## config.mk

```make
export PLATFORM = sky130hd
export DESIGN_NAME = tlu_trigger_fanout
export DESIGN_NICKNAME = d
export VERILOG_FILES = /design/src/rtl/tlu_trigger_fanout.sv
export SDC_FILE = /design/constraint.sdc
export NUM_CORES = 1
export LEC_CHECK = 0
export BUFFER_PORTS_ARGS = -buffer_cell sky130_fd_sc_hd__buf_2
export CAP_MARGIN = 40
export CORE_UTILIZATION = 53
export CTS_CLUSTER_DIAMETER = 40
export DETAILED_ROUTE_END_ITERATION = 12
export GPL_ROUTABILITY_DRIVEN = 0
export GPL_TIMING_DRIVEN = 0
export PLACE_DENSITY = 0.79
export SYNTH_ARGS = -nofsm -noshare
export SYNTH_HDL_FRONTEND = slang
export SYNTH_SLANG_ARGS = --single-unit
```

## constraint.sdc

```tcl
create_clock -name BUS_CLK -period 2.4 [get_ports BUS_CLK]
set_input_delay 0.48 -clock BUS_CLK [delete_from_list [all_inputs] [get_ports BUS_CLK]]
set_output_delay 0.48 -clock BUS_CLK [all_outputs]
set_load 0.01 [all_outputs]
```

## src/rtl/tlu_trigger_fanout.sv

```systemverilog
// tlu_trigger_fanout: fans a trigger request out to up to 16 DUT channels.
// A request is accepted only from IDLE, with a non-empty channel mask and no
// enabled DUT reporting busy. An accepted trigger is counted and pulsed to
// the snapshotted channel mask for PULSE_LEN cycles. If any snapshotted
// channel runs in handshake mode, the block then waits until each of those
// DUTs has raised and dropped its busy line.
//
// Optional feature: define TLU_FANOUT_TIMEOUT_EN to bound the handshake wait
// to TIMEOUT cycles. Each channel still pending when the limit is reached
// sets a sticky TIMEOUT_ERR bit. Without the macro the wait is unbounded,
// TIMEOUT_ERR is tied to zero and ERR_CLR is ignored.
//
// Handshake semantics: DUT_BUSY is a level, already synchronous to BUS_CLK.
// A handshake channel counts as done once busy has been sampled high and
// then sampled low on a later cycle. Busy seen during the FIRE pulse counts.
module tlu_trigger_fanout #(
    parameter int N_DUT     = 6,
    parameter int ID_WIDTH  = 16,
    parameter int PULSE_LEN = 4,
    parameter int TIMEOUT   = 1023
) (
    input  logic                BUS_CLK,
    input  logic                BUS_RST,
    input  logic                TRIG_IN,
    input  logic [N_DUT-1:0]    EN_MASK,
    input  logic [N_DUT-1:0]    HANDSHAKE_MODE,
    input  logic [N_DUT-1:0]    DUT_BUSY,
    output logic [N_DUT-1:0]    DUT_TRIGGER,
    output logic [ID_WIDTH-1:0] TRIG_ID,
    output logic                ACCEPTED,
    output logic                SKIPPED,
    output logic                BUSY,
    output logic [N_DUT-1:0]    TIMEOUT_ERR,
    input  logic                ERR_CLR,
    output logic [1:0]          state_dbg
);

    // Pulse counter reloads with PULSE_LEN-1 and the pulse ends when it reads zero.
    localparam int PCNT_W = (PULSE_LEN > 1) ? $clog2(PULSE_LEN) : 1;
    localparam logic [PCNT_W-1:0] PULSE_RELOAD = PCNT_W'(PULSE_LEN - 1);
    // Last WAIT cycle index before the handshake gives up.
    localparam logic [15:0] TIMEOUT_LAST = 16'(TIMEOUT - 1);

    typedef enum logic [1:0] {
        ST_IDLE = 2'd0,
        ST_FIRE = 2'd1,
        ST_WAIT = 2'd2
    } state_t;

    state_t              state_q, state_d;
    logic [PCNT_W-1:0]   pulse_cnt_q, pulse_cnt_d;
    logic [N_DUT-1:0]    trig_q, trig_d;
    logic [N_DUT-1:0]    hs_snap_q, hs_snap_d;
    logic [N_DUT-1:0]    seen_q, seen_d;
    logic [N_DUT-1:0]    done_q, done_d;
    logic [ID_WIDTH-1:0] id_q, id_d;
    logic                acc_q, acc_d;
    logic                skip_q, skip_d;

    logic                accept;
    logic [N_DUT-1:0]    seen_upd;
    logic [N_DUT-1:0]    done_upd;
    logic                all_done;

`ifdef TLU_FANOUT_TIMEOUT_EN
    logic [15:0]         wait_cnt_q, wait_cnt_d;
    logic [N_DUT-1:0]    err_q, err_d;
    logic [N_DUT-1:0]    err_set;
`else
    logic                unused_cfg;
    assign unused_cfg = ERR_CLR ^ (^TIMEOUT_LAST);
`endif

    // Accept test and handshake bookkeeping shared by FIRE and WAIT.
    always_comb begin
        accept   = (state_q == ST_IDLE) && TRIG_IN && (|EN_MASK) && !(|(EN_MASK & DUT_BUSY));
        seen_upd = seen_q | (hs_snap_q & DUT_BUSY);
        done_upd = done_q | (seen_q & ~DUT_BUSY);
        all_done = ((done_upd & hs_snap_q) == hs_snap_q);
    end

    // Next-state logic for the trigger FSM and all of its registered outputs.
    always_comb begin
        state_d     = state_q;
        pulse_cnt_d = pulse_cnt_q;
        trig_d      = trig_q;
        hs_snap_d   = hs_snap_q;
        seen_d      = seen_q;
        done_d      = done_q;
        id_d        = id_q;
        acc_d       = 1'b0;
        skip_d      = 1'b0;
`ifdef TLU_FANOUT_TIMEOUT_EN
        wait_cnt_d  = wait_cnt_q;
        err_set     = '0;
`endif

        // TRIG_IN is a level: every sampled high that is not accepted is a skip.
        if (TRIG_IN && !accept) begin
            skip_d = 1'b1;
        end

        case (state_q)
            ST_IDLE: begin
                if (accept) begin
                    state_d     = ST_FIRE;
                    id_d        = id_q + ID_WIDTH'(1);
                    acc_d       = 1'b1;
                    trig_d      = EN_MASK;
                    hs_snap_d   = EN_MASK & HANDSHAKE_MODE;
                    seen_d      = '0;
                    done_d      = '0;
                    pulse_cnt_d = PULSE_RELOAD;
                end
            end
            ST_FIRE: begin
                seen_d = seen_upd;
                done_d = done_upd;
                if (pulse_cnt_q == '0) begin
                    trig_d = '0;
                    if (|hs_snap_q) begin
                        state_d = ST_WAIT;
`ifdef TLU_FANOUT_TIMEOUT_EN
                        wait_cnt_d = '0;
`endif
                    end else begin
                        state_d = ST_IDLE;
                    end
                end else begin
                    pulse_cnt_d = pulse_cnt_q - PCNT_W'(1);
                end
            end
            ST_WAIT: begin
                seen_d = seen_upd;
                done_d = done_upd;
                if (all_done) begin
                    state_d = ST_IDLE;
                end
`ifdef TLU_FANOUT_TIMEOUT_EN
                else if (wait_cnt_q == TIMEOUT_LAST) begin
                    err_set = hs_snap_q & ~done_upd;
                    state_d = ST_IDLE;
                end else begin
                    wait_cnt_d = wait_cnt_q + 16'd1;
                end
`endif
            end
            default: begin
                state_d = ST_IDLE;
                trig_d  = '0;
            end
        endcase

`ifdef TLU_FANOUT_TIMEOUT_EN
        // A new timeout beats a simultaneous clear for the same channel.
        err_d = (ERR_CLR ? '0 : err_q) | err_set;
`endif
    end

    // State registers; reset is asynchronous so outputs drop immediately.
    always_ff @(posedge BUS_CLK or posedge BUS_RST) begin
        if (BUS_RST) begin
            state_q     <= ST_IDLE;
            pulse_cnt_q <= '0;
            trig_q      <= '0;
            hs_snap_q   <= '0;
            seen_q      <= '0;
            done_q      <= '0;
            id_q        <= '0;
            acc_q       <= 1'b0;
            skip_q      <= 1'b0;
        end else begin
            state_q     <= state_d;
            pulse_cnt_q <= pulse_cnt_d;
            trig_q      <= trig_d;
            hs_snap_q   <= hs_snap_d;
            seen_q      <= seen_d;
            done_q      <= done_d;
            id_q        <= id_d;
            acc_q       <= acc_d;
            skip_q      <= skip_d;
        end
    end

`ifdef TLU_FANOUT_TIMEOUT_EN
    // Timeout counter and sticky error flags.
    always_ff @(posedge BUS_CLK or posedge BUS_RST) begin
        if (BUS_RST) begin
            wait_cnt_q <= '0;
            err_q      <= '0;
        end else begin
            wait_cnt_q <= wait_cnt_d;
            err_q      <= err_d;
        end
    end

    assign TIMEOUT_ERR = err_q;
`else
    assign TIMEOUT_ERR = '0;
`endif

    assign DUT_TRIGGER = trig_q;
    assign TRIG_ID     = id_q;
    assign ACCEPTED    = acc_q;
    assign SKIPPED     = skip_q;
    assign BUSY        = (state_q != ST_IDLE);
    assign state_dbg   = state_q;

endmodule
```

======== Word-level counts from Yosys, hierarchy flattened ========
Cells that the tools add are included.
word-level totals
  register bits ........................... 46
  input bits .............................. 22
  output and inout bits ................... 33
  word-level logic and storage cells ...... 64
operators by class
  add/sub/neg operators ................... 2
  eq/ne operators ......................... 7
  multiplexer cells ....................... 17
  bitwise logic cells ..................... 9
  reductions and logical operators ........ 20
operators by type and width
  cell                                                                 count
  6-bit AND                                                            5
  6-bit one-hot mux with 2 select lines                                2
  6-bit 2-to-1 mux                                                     3
  6-bit one-hot mux with 3 select lines                                1
  6-bit OR reduction                                                   3
  16-bit by 1-bit adder with 16-bit output (second input constant)     1
  2-bit 2-to-1 mux                                                     6
  6-bit OR                                                             2
  3-bit AND reduction                                                  3
  2-bit inequality test (second input constant)                        4
  6-bit == test                                                        1
  6-bit NOT                                                            1
  2-bit one-hot mux with 3 select lines                                1
  2-bit nonzero test                                                   3
  1-bit logical AND                                                    4
  2-bit logical NOT                                                    2
  2-bit one-hot mux with 2 select lines                                1
  2-bit AND reduction                                                  2
  1-bit 2-to-1 mux                                                     3
  2-bit by 1-bit == test with 1-bit output (second input constant)     1
  2-bit == test (second input constant)                                1
  1-bit logical NOT                                                    2
  2-bit OR reduction                                                   1
  2-bit by 1-bit subtractor with 2-bit output (second input constant)  1
  1-bit NOT                                                            1

======== Depth between registers and ports, before layout ========
  depth after elaboration ................. 7
  mapped depth ............................ 10

======== Worst setup path before layout ========
No wires, ideal clock.
  path kind ............................... reg2reg
  start ................................... register state_q[1], in the netlist state_dbg[1]
  end ..................................... register id_q[9], in the netlist TRIG_ID[9]
  setup time .............................. 0.079 ns
  arrival ................................. 1.982 ns
  required time ........................... 2.321 ns
  slack ................................... 0.338 ns
  stages on the path, launching flop included .. 10
  buffers on the path ..................... 3
  cell sequence ........................... dfrtp_1 inv_1 ha_1 clkbuf_1 nand4_1 or2_1 buf_6 buf_6 nor4_1 xor2_1
between the ends
  longest elaborated chain between the ends .. 5
RTL lines
  element                            line     source
  from (decl)                        50       state_t state_q, state_d;
  from (signal assigned)             173      state_q <= state_d;
  2-bit logical NOT (*)              76, 103
  1-bit logical AND (3 in a row)     76       accept = (state_q == ST_IDLE) && TRIG_IN && (|EN_MASK) && !(|(EN_MASK & DUT_BUSY));
  2-bit AND reduction (no line) (*)  --
  to (signal assigned)               179      id_q <= id_d;
  to (decl)                          56       logic [ID_WIDTH-1:0] id_q, id_d;
Every way passes the cells marked *; elsewhere a longest branch is shown, timed or not.
A chain may end at the register's enable or synchronous reset.

======== Worst setup path after layout ========
  start ................................... register state_q[0], in the netlist state_dbg[0]
  end ..................................... register id_q[8], in the netlist TRIG_ID[8]
Same word-level chain as after synthesis.

==> impl_metrics.ini <==
[pwr]
p_leak_nw = 1.406
p_clk_frac = 0.213
swShare = 0.3740
seq_power_share = 0.402
switching_power_mw = 1.011
powerDensity_nw_per_um2 = 994.7
internal-power_mw = 1.691
pwr-share-comb = 0.385
ir_worst_vdd_uv = 529.7

[worst_setup_path]
critPathLaunchType = flop
slowest_stage = dfrtp_1
worstPathRequired_ns = 2.63
crit_chain = inv_1 > ha_1 > nand4_1 > or2_1 > buf_6 > buf_6 > nor4_1 > xnor2_1
crit_path_frequent_cell = buf_6
critPathKind = reg2reg
cp_num_buf_inv = 3
crit_path_end_kind = flop
crit_arrival_ns = 2.42
crit_family = simple AND/OR/NAND/NOR gates
critPathMaxFanout = 10
cp_slowest_stage_delay_ns = 0.41

[clocking]
cts_buffers = 5
hold_buffers = 0
cts.htree.levels = 2
cts-root-buf = clkbuf_8
clock_path_buffers = 2
tritoncts = built
clk_latency_ns = 0.31
cts.repair.resized = 0
path_clk_slew_ns = 0.09
cts.sinks = 46
cts_setup_buffers = 0

[placed_design]
post-place-ws_ns = 0.1305
hpwlAfterDp_um = 3662
port_buffers = 47

[floorplan]
dieHeight_um = 67.51
num_rows = 23
design.core.area_um2 = 4058
initial_core_util = 0.5606
die_w_um = 67.51
dieArea_um2 = 4558
pin_count = 55

[global_route]
grt_overflow_total = 0
grt_pass1_wl_um = 7859
antenna_found_initial = 0
grt_start_max_net_pins = 32
grt_pass1_vias = 1716
track_usage = 0.2407

[timing]
layout_setup_ws_ns = 0.2140
finalSetupViolCount = 0
drv_slew = 0
fin_tns_setup_ns = 0
fin_hold_ws_ns = 0.1298
post-route-period-util = 0.9108
fin_skew_ns = 0.006620
period_needed_ns = 2.186
hold_viol_final = 0
rsz0062_at_grt = false
fmax_ghz = 0.4575

[layout]
final_nets = 318
mostFrequentLayoutCell = buf_2
diodes = 0
layout_common_cells = 49 x buf_2, 46 x dfrtp_1, 24 x nand2_1
drive_gt1_frac = 0.2612
area_growth_pct = 19.42
nFillCells = 325

[routing]
vias = 1896
routed_wirelength_um = 4904
first_pass_iters = 4
first_iter_violations = 122
ant_nets = 0
routedWlPerCell_um = 14.38
drc = 0
routed_via_density = 5.560

[logic_synthesis]
yosysSeqAreaShare = 0.5061
ys.flop_type = dfrtp_1
synth_edf_count = 0
synth_area_um2 = 2275
async_flop_share = 1.000
syn_inst = 231
synth_seq_cells = 46
synth_cell_type_count = 37
synth.avg_cell_area_um2 = 9.847
synth_warnings = 0

[run]
cap_violations = 0

[worst_hold_path]
hold_path_class = in2async

[outcome]
status = finished clean
[routing by layer]
metal / share of wire / wire [µm] / track usage
met3: 0.077 / 376 / 0.04899
met4: 0.019 / 94 / 0.1330
met5: 0 / 0 / 0
met2: 0.45 / 2202 / 0.3614
met1: 0.45 / 2230 / 0.3232
[power by group through the flow]
stage | clock network, mW | logic, mW | registers [mW]
floorplan | 0 | 0.733 | 1.10
global placement | 0 | 1.01 | 1.09
detailed placement | 0 | 1.03 | 1.10
CTS | 0.578 | 1.04 | 1.08
global route | 0.607 | 1.18 | 1.11
finish | 0.576 | 1.04 | 1.09
[per-stage QoR]
| step | instance area, µm² | utilization | power [mW] | cells |
|---|---|---|---|---|
| finish | 2716 | 0.6694 | 2.702 | 341 |
| global route | 2716 | 0.6694 | 2.891 | 341 |
| CTS | 2720 | 0.6704 | 2.706 | 342 |
| detailed placement | 2611 | 0.6435 | 2.133 | 334 |
| global placement | 2591 | 0.6386 | 2.098 | 333 |
| floorplan | 2293 | - | 1.836 | 236 |
[synth_stat cells, drive strengths merged, types with 2 or more instances]
library cell / number / area (µm²)
nand3: 11 / 55.05
o21ai: 4 / 20.01
xor2: 9 / 78.83
xnor2: 6 / 52.55
o31ai: 2 / 15.01
a31oi: 7 / 43.79
dfrtp: 46 / 1151
nor4: 9 / 56.30
or4: 2 / 15.01
nor3b: 4 / 30.03
nor2b: 7 / 43.79
nand2: 24 / 90.09
ha: 6 / 75.07
buf: 12 / 92.59
inv: 10 / 37.54
a21oi: 20 / 100.1
a21bo: 6 / 60.06
nand4: 12 / 75.07
nor2: 17 / 63.81
clkbuf: 3 / 11.26
[layout make-up]
cell class	instances	area [µm²]	share of cell area
timing repair buffer	48	255.2	0.09397
buffer	14	100.1	0.03685
clock buffer	5	68.82	0.02533
clock inverter	3	40.04	0.01474
sequential	46	1151	0.4238
inverter	10	37.54	0.01382
tap	50	62.56	0.02303
multi-input combinational	165	1001	0.3685
[cell families (layout without fill, tap and decap cells)]
group,after synthesis,in the layout,share of synthesized area
other,1,6,0.001649
AND/OR/NAND/NOR,91,91,0.2030
XOR/XNOR,15,15,0.05776
adder cells (fa/ha/maj),6,6,0.03300
AO/OA/AOI/OAI,45,45,0.1271
multiplexers,2,2,0.009351
flip-flops,46,46,0.5060
buffers and inverters,25,80,0.06216
[worst paths after layout]
check / start / endpoint / slack, ns / cells after the start
max in group asynchronous: BUS_RST / done_q[2] / 1.79 / 3
min in group BUS_CLK: TRIG_IN / SKIPPED / 0.40 / 2
worst max-delay path: state_dbg[0] / TRIG_ID[8] / 0.21 / 8
worst min-delay path: BUS_RST / DUT_TRIGGER[5] / 0.13 / 2
worst min register to register: TRIG_ID[15] / TRIG_ID[15] / 0.47 / 1
worst max register to register: state_dbg[0] / TRIG_ID[8] / 0.21 / 8
[sequential cells by signal, indices dropped and copies added, names as in the netlist]
| register | flops |
|---|---|
| state_dbg | 2 |
| SKIPPED | 1 |
| TRIG_ID | 16 |
| hs_snap_q | 6 |
| done_q | 6 |
| ACCEPTED | 1 |
| seen_q | 6 |
| DUT_TRIGGER | 6 |
| pulse_cnt_q | 2 |
Note: power is estimated with default switching activity, not from simulation.
